$ cat config.mk
export PLATFORM = sky130hd
export DESIGN_NAME = placement_readback
export DESIGN_NICKNAME = d
export VERILOG_FILES = /design/src/rtl/placement_readback.sv
export SDC_FILE = /design/constraint.sdc
export NUM_CORES = 1
export LEC_CHECK = 0
export CORE_MARGIN = 2
export CORE_UTILIZATION = 55
export DETAILED_ROUTE_END_ITERATION = 6
export GPL_TIMING_DRIVEN = 0
export HOLD_SLACK_MARGIN = 0.02
export PLACE_DENSITY = 0.87
export SLEW_MARGIN = 5
export SYNTH_ARGS = -nofsm -noshare
export SYNTH_HDL_FRONTEND = slang
export SYNTH_SLANG_ARGS = --single-unit
$ cat constraint.sdc
create_clock -name clk -period 15.45 [get_ports clk]
set_input_delay 3.09 -clock clk [delete_from_list [all_inputs] [get_ports clk]]
set_output_delay 3.09 -clock clk [all_outputs]
set_load 0.005 [all_outputs]
$ cat src/rtl/placement_readback.sv
// Scans finished placement out of the position/grid RAMs, cross-checks each node
// against its grid cell and streams (node, x, y, status) records over valid/ready.
module placement_readback #(
    parameter int N       = 10,
    parameter int N_NODES = 64,
    parameter int DW      = 32
) (
    input  logic                 clk,
    input  logic                 reset,
    input  logic                 start,
    output logic                 busy,
    output logic                 done,
    output logic                 rePX,
    output logic [DW-1:0]        addrPX,
    input  logic signed [DW-1:0] doutPX,
    output logic                 rePY,
    output logic [DW-1:0]        addrPY,
    input  logic signed [DW-1:0] doutPY,
    output logic                 reGrid,
    output logic [DW-1:0]        addrGrid,
    input  logic signed [DW-1:0] doutGrid,
    output logic                 out_valid,
    input  logic                 out_ready,
    output logic [DW-1:0]        out_node,
    output logic signed [DW-1:0] out_x,
    output logic signed [DW-1:0] out_y,
    output logic [1:0]           out_status,
    output logic [DW-1:0]        unplaced_cnt,
    output logic [DW-1:0]        mismatch_cnt,
    output logic [DW-1:0]        range_cnt
);
    localparam logic [3:0] IDLE      = 4'd0;
    localparam logic [3:0] RD_POS    = 4'd1;
    localparam logic [3:0] WAIT_POS  = 4'd2;
    localparam logic [3:0] CHK_POS   = 4'd3;
    localparam logic [3:0] RD_GRID   = 4'd4;
    localparam logic [3:0] WAIT_GRID = 4'd5;
    localparam logic [3:0] CHK_GRID  = 4'd6;
    localparam logic [3:0] EMIT      = 4'd7;
    localparam logic [3:0] NEXT      = 4'd8;
    localparam logic [3:0] DONE_ST   = 4'd9;

    localparam logic signed [DW-1:0] GRID_MAX  = DW'(N - 1);
    localparam logic signed [DW-1:0] GRID_SIDE = DW'(N);
    localparam logic [DW-1:0]        LAST_NODE = DW'(N_NODES - 1);
    localparam logic [DW-1:0]        ONE       = DW'(1);

    logic [3:0]           state;
    logic [DW-1:0]        node;
    logic signed [DW-1:0] pos_x;
    logic signed [DW-1:0] pos_y;

    function automatic logic in_grid(input logic signed [DW-1:0] v);
        return !v[DW-1] && (v <= GRID_MAX);
    endfunction

    // Strobes are decoded from state so each is a single-cycle pulse.
    assign rePX   = (state == RD_POS);
    assign rePY   = (state == RD_POS);
    assign reGrid = (state == RD_GRID);
    assign done   = (state == DONE_ST);
    assign addrPX = node;
    assign addrPY = node;

    always_ff @(posedge clk) begin
        if (state == CHK_POS) begin
            pos_x <= doutPX;
            pos_y <= doutPY;
        end
    end

    always_ff @(posedge clk) begin
        if (reset) begin
            state        <= IDLE;
            busy         <= 1'b0;
            node         <= '0;
            addrGrid     <= '0;
            out_valid    <= 1'b0;
            out_node     <= '0;
            out_x        <= '0;
            out_y        <= '0;
            out_status   <= 2'd0;
            unplaced_cnt <= '0;
            mismatch_cnt <= '0;
            range_cnt    <= '0;
        end else begin
            case (state)
                IDLE: begin
                    if (start) begin
                        unplaced_cnt <= '0;
                        mismatch_cnt <= '0;
                        range_cnt    <= '0;
                        node         <= '0;
                        busy         <= 1'b1;
                        state        <= RD_POS;
                    end
                end
                RD_POS:   state <= WAIT_POS;
                WAIT_POS: state <= CHK_POS;
                CHK_POS: begin
                    if (doutPX == '1) begin
                        unplaced_cnt <= unplaced_cnt + ONE;
                        state        <= NEXT;
                    end else if (!in_grid(doutPX) || !in_grid(doutPY)) begin
                        // Out-of-range positions skip the grid read entirely.
                        out_valid  <= 1'b1;
                        out_node   <= node;
                        out_x      <= doutPX;
                        out_y      <= doutPY;
                        out_status <= 2'd2;
                        state      <= EMIT;
                    end else begin
                        addrGrid <= DW'(doutPX * GRID_SIDE + doutPY);
                        state    <= RD_GRID;
                    end
                end
                RD_GRID:   state <= WAIT_GRID;
                WAIT_GRID: state <= CHK_GRID;
                CHK_GRID: begin
                    out_valid  <= 1'b1;
                    out_node   <= node;
                    out_x      <= pos_x;
                    out_y      <= pos_y;
                    out_status <= (doutGrid == $signed(node)) ? 2'd0 : 2'd1;
                    state      <= EMIT;
                end
                EMIT: begin
                    if (out_ready) begin
                        out_valid <= 1'b0;
                        if (out_status == 2'd1) mismatch_cnt <= mismatch_cnt + ONE;
                        if (out_status == 2'd2) range_cnt <= range_cnt + ONE;
                        state <= NEXT;
                    end
                end
                NEXT: begin
                    if (node == LAST_NODE) begin
                        state <= DONE_ST;
                    end else begin
                        node  <= node + ONE;
                        state <= RD_POS;
                    end
                end
                DONE_ST: begin
                    busy  <= 1'b0;
                    state <= IDLE;
                end
                default: state <= IDLE;
            endcase
        end
    end
endmodule

==> impl_results.html <==
<table>
<tr><th>Metric</th><th>Value</th></tr>
<tr><th colspan="2">Yosys</th></tr>
<tr><td>Area share of the leading cell type in the synthesized netlist</td><td>0.307</td></tr>
<tr><td>Cell type with the largest total area after synthesis</td><td>sky130_fd_sc_hd__dfxtp_1</td></tr>
<tr><td>Synth Area per Inst</td><td>between 8 and 9 sq um</td></tr>
<tr><td>Part of the Yosys area used for sequential elements</td><td>0.419</td></tr>
<tr><td>Post-Synthesis Cell Area</td><td>0.0172 sq mm</td></tr>
<tr><td>Most used standard cell by instance count after synthesis</td><td>sky130_fd_sc_hd__dfxtp_1</td></tr>
<tr><td>Net Count, Synth</td><td>about 2.1k</td></tr>
<tr><td>Gate count after technology mapping</td><td>1935</td></tr>
<tr><td>Synthesis-stage register bit count</td><td>328</td></tr>
<tr><td>Syn. warnings</td><td>0</td></tr>
<tr><td>Async set-reset flop share out of synthesis</td><td>0</td></tr>
<tr><td>EDFF count, synth</td><td>64</td></tr>
<tr><td>Synth area leaders</td><td>sky130_fd_sc_hd__dfxtp_1, sky130_fd_sc_hd__edfxtp_1, sky130_fd_sc_hd__ha_1</td></tr>
<tr><td>Most instantiated flip-flop cell in the synthesis netlist</td><td>sky130_fd_sc_hd__dfxtp_1</td></tr>
<tr><td>Top cells by instance count after synthesis</td><td>sky130_fd_sc_hd__dfxtp_1, sky130_fd_sc_hd__nor2_1, sky130_fd_sc_hd__nand2_1</td></tr>
<tr><td>Synth unique cells</td><td>71</td></tr>
<tr><th colspan="2">Critical path</th></tr>
<tr><td>Slowest cell on the critical path</td><td>sky130_fd_sc_hd__a2111oi_0</td></tr>
<tr><td>Crit path DAT</td><td>9.09 ns</td></tr>
<tr><td>Reg2reg start</td><td>state[0]$_SDFFE_PP0P_</td></tr>
<tr><td>Endpoint kind of the worst setup timing path</td><td>register</td></tr>
<tr><td>Dominant cell type by count on the critical path</td><td>sky130_fd_sc_hd__ha_1</td></tr>
<tr><td>Buffers and inverters on the worst path</td><td>2</td></tr>
<tr><td>Kind of critical path</td><td>in -&gt; reg</td></tr>
<tr><td>Delay of the slowest critical-path stage</td><td>0.84 ns</td></tr>
<tr><td>Crit path max fanout</td><td>7</td></tr>
<tr><td>Required time at the endpoint of the critical path</td><td>15.85 ns</td></tr>
<tr><td>Largest delay contributor family on the critical path</td><td>compound AO/OA/AOI/OAI gates</td></tr>
<tr><td>Beginning of the critical path</td><td>doutPX[1]</td></tr>
<tr><td>Logic depth of the worst path, buffers included</td><td>21</td></tr>
<tr><td>Startpoint kind of the worst setup timing path</td><td>input port</td></tr>
<tr><td>Critical path cell sequence</td><td>clkdlybuf4s50_1, ha_1, ha_1, inv_1, fa_1, nor2b_1, o21ai_0, a211oi_1, o211ai_1, a2111oi_0, o211ai_1, o311ai_0, ha_1, nand2_1, nand2b_1, a21o_1, a21oi_1, o21ai_0, mux2i_1, a2111oi_0, a211oi_1</td></tr>
<tr><td>Number of cells traversed by the worst register-to-register path</td><td>9</td></tr>
<tr><th colspan="2">Finish</th></tr>
<tr><td>Area added between synthesis and finish</td><td>33.5%</td></tr>
<tr><td>Final design area excluding fillers</td><td>0.0230 sq mm</td></tr>
<tr><td>Count of placed standard cells in the final layout, fillers left out</td><td>about 2.8k</td></tr>
<tr><td>Net count, final</td><td>2567</td></tr>
<tr><td>Layout cell share with drive strength beyond 1</td><td>0.0508</td></tr>
<tr><th colspan="2">Route</th></tr>
<tr><td>Vias per cell</td><td>5.97</td></tr>
<tr><td>Sum of routed wire length over all layers</td><td>about 57000 um</td></tr>
<tr><td>Remaining routing DRC violations</td><td>0</td></tr>
<tr><td>Vias post-DR</td><td>16.7k</td></tr>
<tr><td>Number of detailed-route iterations in the first pass</td><td>6</td></tr>
<tr><td>Residual antenna-violating net count after detailed routing</td><td>0</td></tr>
<tr><td>First-iteration detailed-routing DRC count</td><td>1353</td></tr>
<tr><td>Routed wire per std cell</td><td>20.4 um</td></tr>
<tr><th colspan="2">CTS</th></tr>
<tr><td>CTS Buffer Depth</td><td>3</td></tr>
<tr><td>Cts bufs inserted</td><td>36</td></tr>
<tr><td>Num Clock Sinks</td><td>approximately 330</td></tr>
<tr><td>Buffers inserted by post-CTS timing repair</td><td>0</td></tr>
<tr><td>Clk_lat worst skew</td><td>approximately 0.53 ns</td></tr>
<tr><td>TritonCTS clock tree</td><td>yes</td></tr>
<tr><td>Post-cts resize count</td><td>0</td></tr>
<tr><td>H-tree depth</td><td>2</td></tr>
<tr><td>Clk pin slew, worst setup/hold paths</td><td>0.07 ns</td></tr>
<tr><td>Number of buffers added to fix hold violations after cts</td><td>0</td></tr>
<tr><td>Root Buffer</td><td>sky130_fd_sc_hd__clkbuf_16</td></tr>
<tr><th colspan="2">Run status</th></tr>
<tr><td>Result of the run</td><td>completed</td></tr>
<tr><th colspan="2">Place</th></tr>
<tr><td>Number of placed instances, taps included</td><td>about 2.7k</td></tr>
<tr><td>Placed wire-length estimate</td><td>43100 um</td></tr>
<tr><td>Cell Area, Placed</td><td>0.0217 sq mm</td></tr>
<tr><td>Final RePlAce weighted congestion</td><td>roughly 0.95</td></tr>
<tr><td>Count of buffers from port buffering</td><td>395</td></tr>
<tr><th colspan="2">Die</th></tr>
<tr><td>Die area</td><td>0.0327 sq mm</td></tr>
<tr><td>Height of the die</td><td>181 um</td></tr>
<tr><td>Starting utilization of the core area</td><td>0.561</td></tr>
<tr><td>Cell row count</td><td>between 60 and 70</td></tr>
<tr><td>Count of boundary I/O pins</td><td>a little under 400</td></tr>
<tr><td>Area of the core</td><td>0.0307 sq mm</td></tr>
<tr><td>Width of the die</td><td>181 um</td></tr>
<tr><th colspan="2">Global routing</th></tr>
<tr><td>Largest net degree at the start of global routing</td><td>15</td></tr>
<tr><td>Total global-route track usage</td><td>0.337</td></tr>
<tr><td>Global-route congestion overflow total</td><td>0</td></tr>
<tr><td>Via count of the first global-routing pass</td><td>16.3k</td></tr>
<tr><td>Global-route wire length before repair</td><td>approximately 89000 um</td></tr>
<tr><td>Initial antenna violation count</td><td>1</td></tr>
<tr><th colspan="2">Flow run</th></tr>
<tr><td>Maxcap violations</td><td>0</td></tr>
<tr><th colspan="2">STA</th></tr>
<tr><td>Post-route setup TNS</td><td>0 ns</td></tr>
<tr><td>Slew at the pin closest to its max-slew limit</td><td>0.970 ns</td></tr>
<tr><td>Fmax</td><td>about 110 MHz</td></tr>
<tr><td>Hold Violations, Final</td><td>0</td></tr>
<tr><td>Fraction of the cycle the final worst path needs</td><td>0.563</td></tr>
<tr><td>Final setup viols</td><td>0</td></tr>
<tr><td>Setup repair after global routing missed its margin</td><td>no</td></tr>
<tr><td>Worst Skew</td><td>between 0.015 and 0.02 ns</td></tr>
<tr><td>Final critical delay including setup and external delays</td><td>8.70 ns</td></tr>
<tr><td>Max-slew headroom</td><td>0.348</td></tr>
<tr><td>Max-slew violation count</td><td>0</td></tr>
<tr><th colspan="2">Min path</th></tr>
<tr><td>Hold path startpoint</td><td>out_node[15]$_SDFFE_PP0P_</td></tr>
<tr><td>Worst Hold Class</td><td>reg -&gt; reg</td></tr>
<tr><td>Number of instances on the worst hold path</td><td>2</td></tr>
<tr><th colspan="2">Pwr</th></tr>
<tr><td>Leakage power total</td><td>approximately 0.0085 uW</td></tr>
<tr><td>Ratio of total power to cell area</td><td>101 mW/mm^2</td></tr>
<tr><td>Tot Pwr</td><td>~2300 uW</td></tr>
<tr><td>Worst voltage drop across the vdd grid</td><td>between 80 and 90 uV</td></tr>
</table>
## worst min-delay path: stages, from the launching register on
cell	delay [ns]
sky130_fd_sc_hd__dfxtp_1	0.31
sky130_fd_sc_hd__nand2_1	0.05
sky130_fd_sc_hd__a21oi_1	0.05
## placed cells by master (no fill, tap or decap), types with 7 or more instances in the layout
master and count:
sky130_fd_sc_hd__clkbuf_16 38, sky130_fd_sc_hd__ha_1 91, sky130_fd_sc_hd__or3_1 37, sky130_fd_sc_hd__nand2_1 192
sky130_fd_sc_hd__and2_1 8, sky130_fd_sc_hd__nor3b_1 7, sky130_fd_sc_hd__nand3_1 61, sky130_fd_sc_hd__and4_1 9
sky130_fd_sc_hd__mux2i_1 66, sky130_fd_sc_hd__xnor2_1 103, sky130_fd_sc_hd__nand4_1 52, sky130_fd_sc_hd__nor2_1 237
sky130_fd_sc_hd__a21o_1 20, sky130_fd_sc_hd__o31ai_1 9, sky130_fd_sc_hd__o21ai_0 65, sky130_fd_sc_hd__inv_1 47
sky130_fd_sc_hd__buf_2 9, sky130_fd_sc_hd__xor2_1 61, sky130_fd_sc_hd__clkbuf_1 84, sky130_fd_sc_hd__clkdlybuf4s50_1 395
sky130_fd_sc_hd__buf_4 37, sky130_fd_sc_hd__o21a_1 16, sky130_fd_sc_hd__nor3_1 24, sky130_fd_sc_hd__nand2b_1 15
sky130_fd_sc_hd__o211ai_1 9, sky130_fd_sc_hd__and3_1 23, sky130_fd_sc_hd__a211oi_1 75, sky130_fd_sc_hd__dfxtp_1 264
sky130_fd_sc_hd__a21oi_1 141, sky130_fd_sc_hd__edfxtp_1 64, sky130_fd_sc_hd__nor4_1 30
## stage by stage
stage | hold WS (ns) | util | setup slack, ns
floorplan | 0.448 | - | 8.19
global placement | 0.439 | 0.706 | 4.44
detailed placement | 0.444 | 0.708 | 6.43
CTS | 0.452 | 0.749 | 6.99
global route | 0.475 | 0.749 | 6.48
finish | 0.450 | 0.749 | 6.75
## cells by family (layout without fill, tap and decap cells)
kind of cell / Yosys count / count (layout) / share of synthesized area
adders and majority gates: 93 / 93 / 0.0685
xor gates and xnor gates: 164 / 164 / 0.0835
DFF: 328 / 328 / 0.419
muxes: 67 / 67 / 0.0390
other: 0 / 1 / 0
and+or+nand+nor: 728 / 728 / 0.204
AOI/OAI and AO/OA: 384 / 384 / 0.141
buffers and inverters: 171 / 636 / 0.0456
## path summary, 6_finish.rpt
path,slack [ns],endpoint
setup reg to reg,12.39,out_node[30]$_SDFFE_PP0P_
hold / removal,0.45,out_node[15]$_SDFFE_PP0P_
setup / recovery,6.75,addrGrid[31]$_SDFFE_PP0P_
hold reg to reg,0.45,out_node[15]$_SDFFE_PP0P_
## power breakdown
group	switching (uW)	internal (uW)	leakage [uW]
clock	358	560	0.000614
combinational	277	206	0.00519
sequential	12.1	898	0.00271
total	648	1660	0.00851
## layout make-up
| class | instances | area (sq um) |
|---|---|---|
| Multi-Input combinational cell | 1436 | 9230 |
| Fill cell | 2164 | 7700 |
| Inverter | 47 | 176 |
| Clock buffer | 46 | 1000 |
| Timing Repair Buffer | 401 | 4010 |
| Antenna cell | 1 | 2.50 |
| Clock inverter | 18 | 251 |
| Sequential cell | 328 | 7210 |
| Tap cell | 396 | 495 |
| Buffer | 124 | 608 |
## per-layer routing
layer | GRT usage | vias up | wire (um)
li1 | - | 7746 | -
met1 | 0.398 | 7930 | 21700
met2 | 0.591 | 841 | 27900
met3 | 0.0556 | 174 | 4380
met4 | 0.168 | 0 | 3020
met5 | 0 | - | 0
Power figures use the tool's default switching activity.
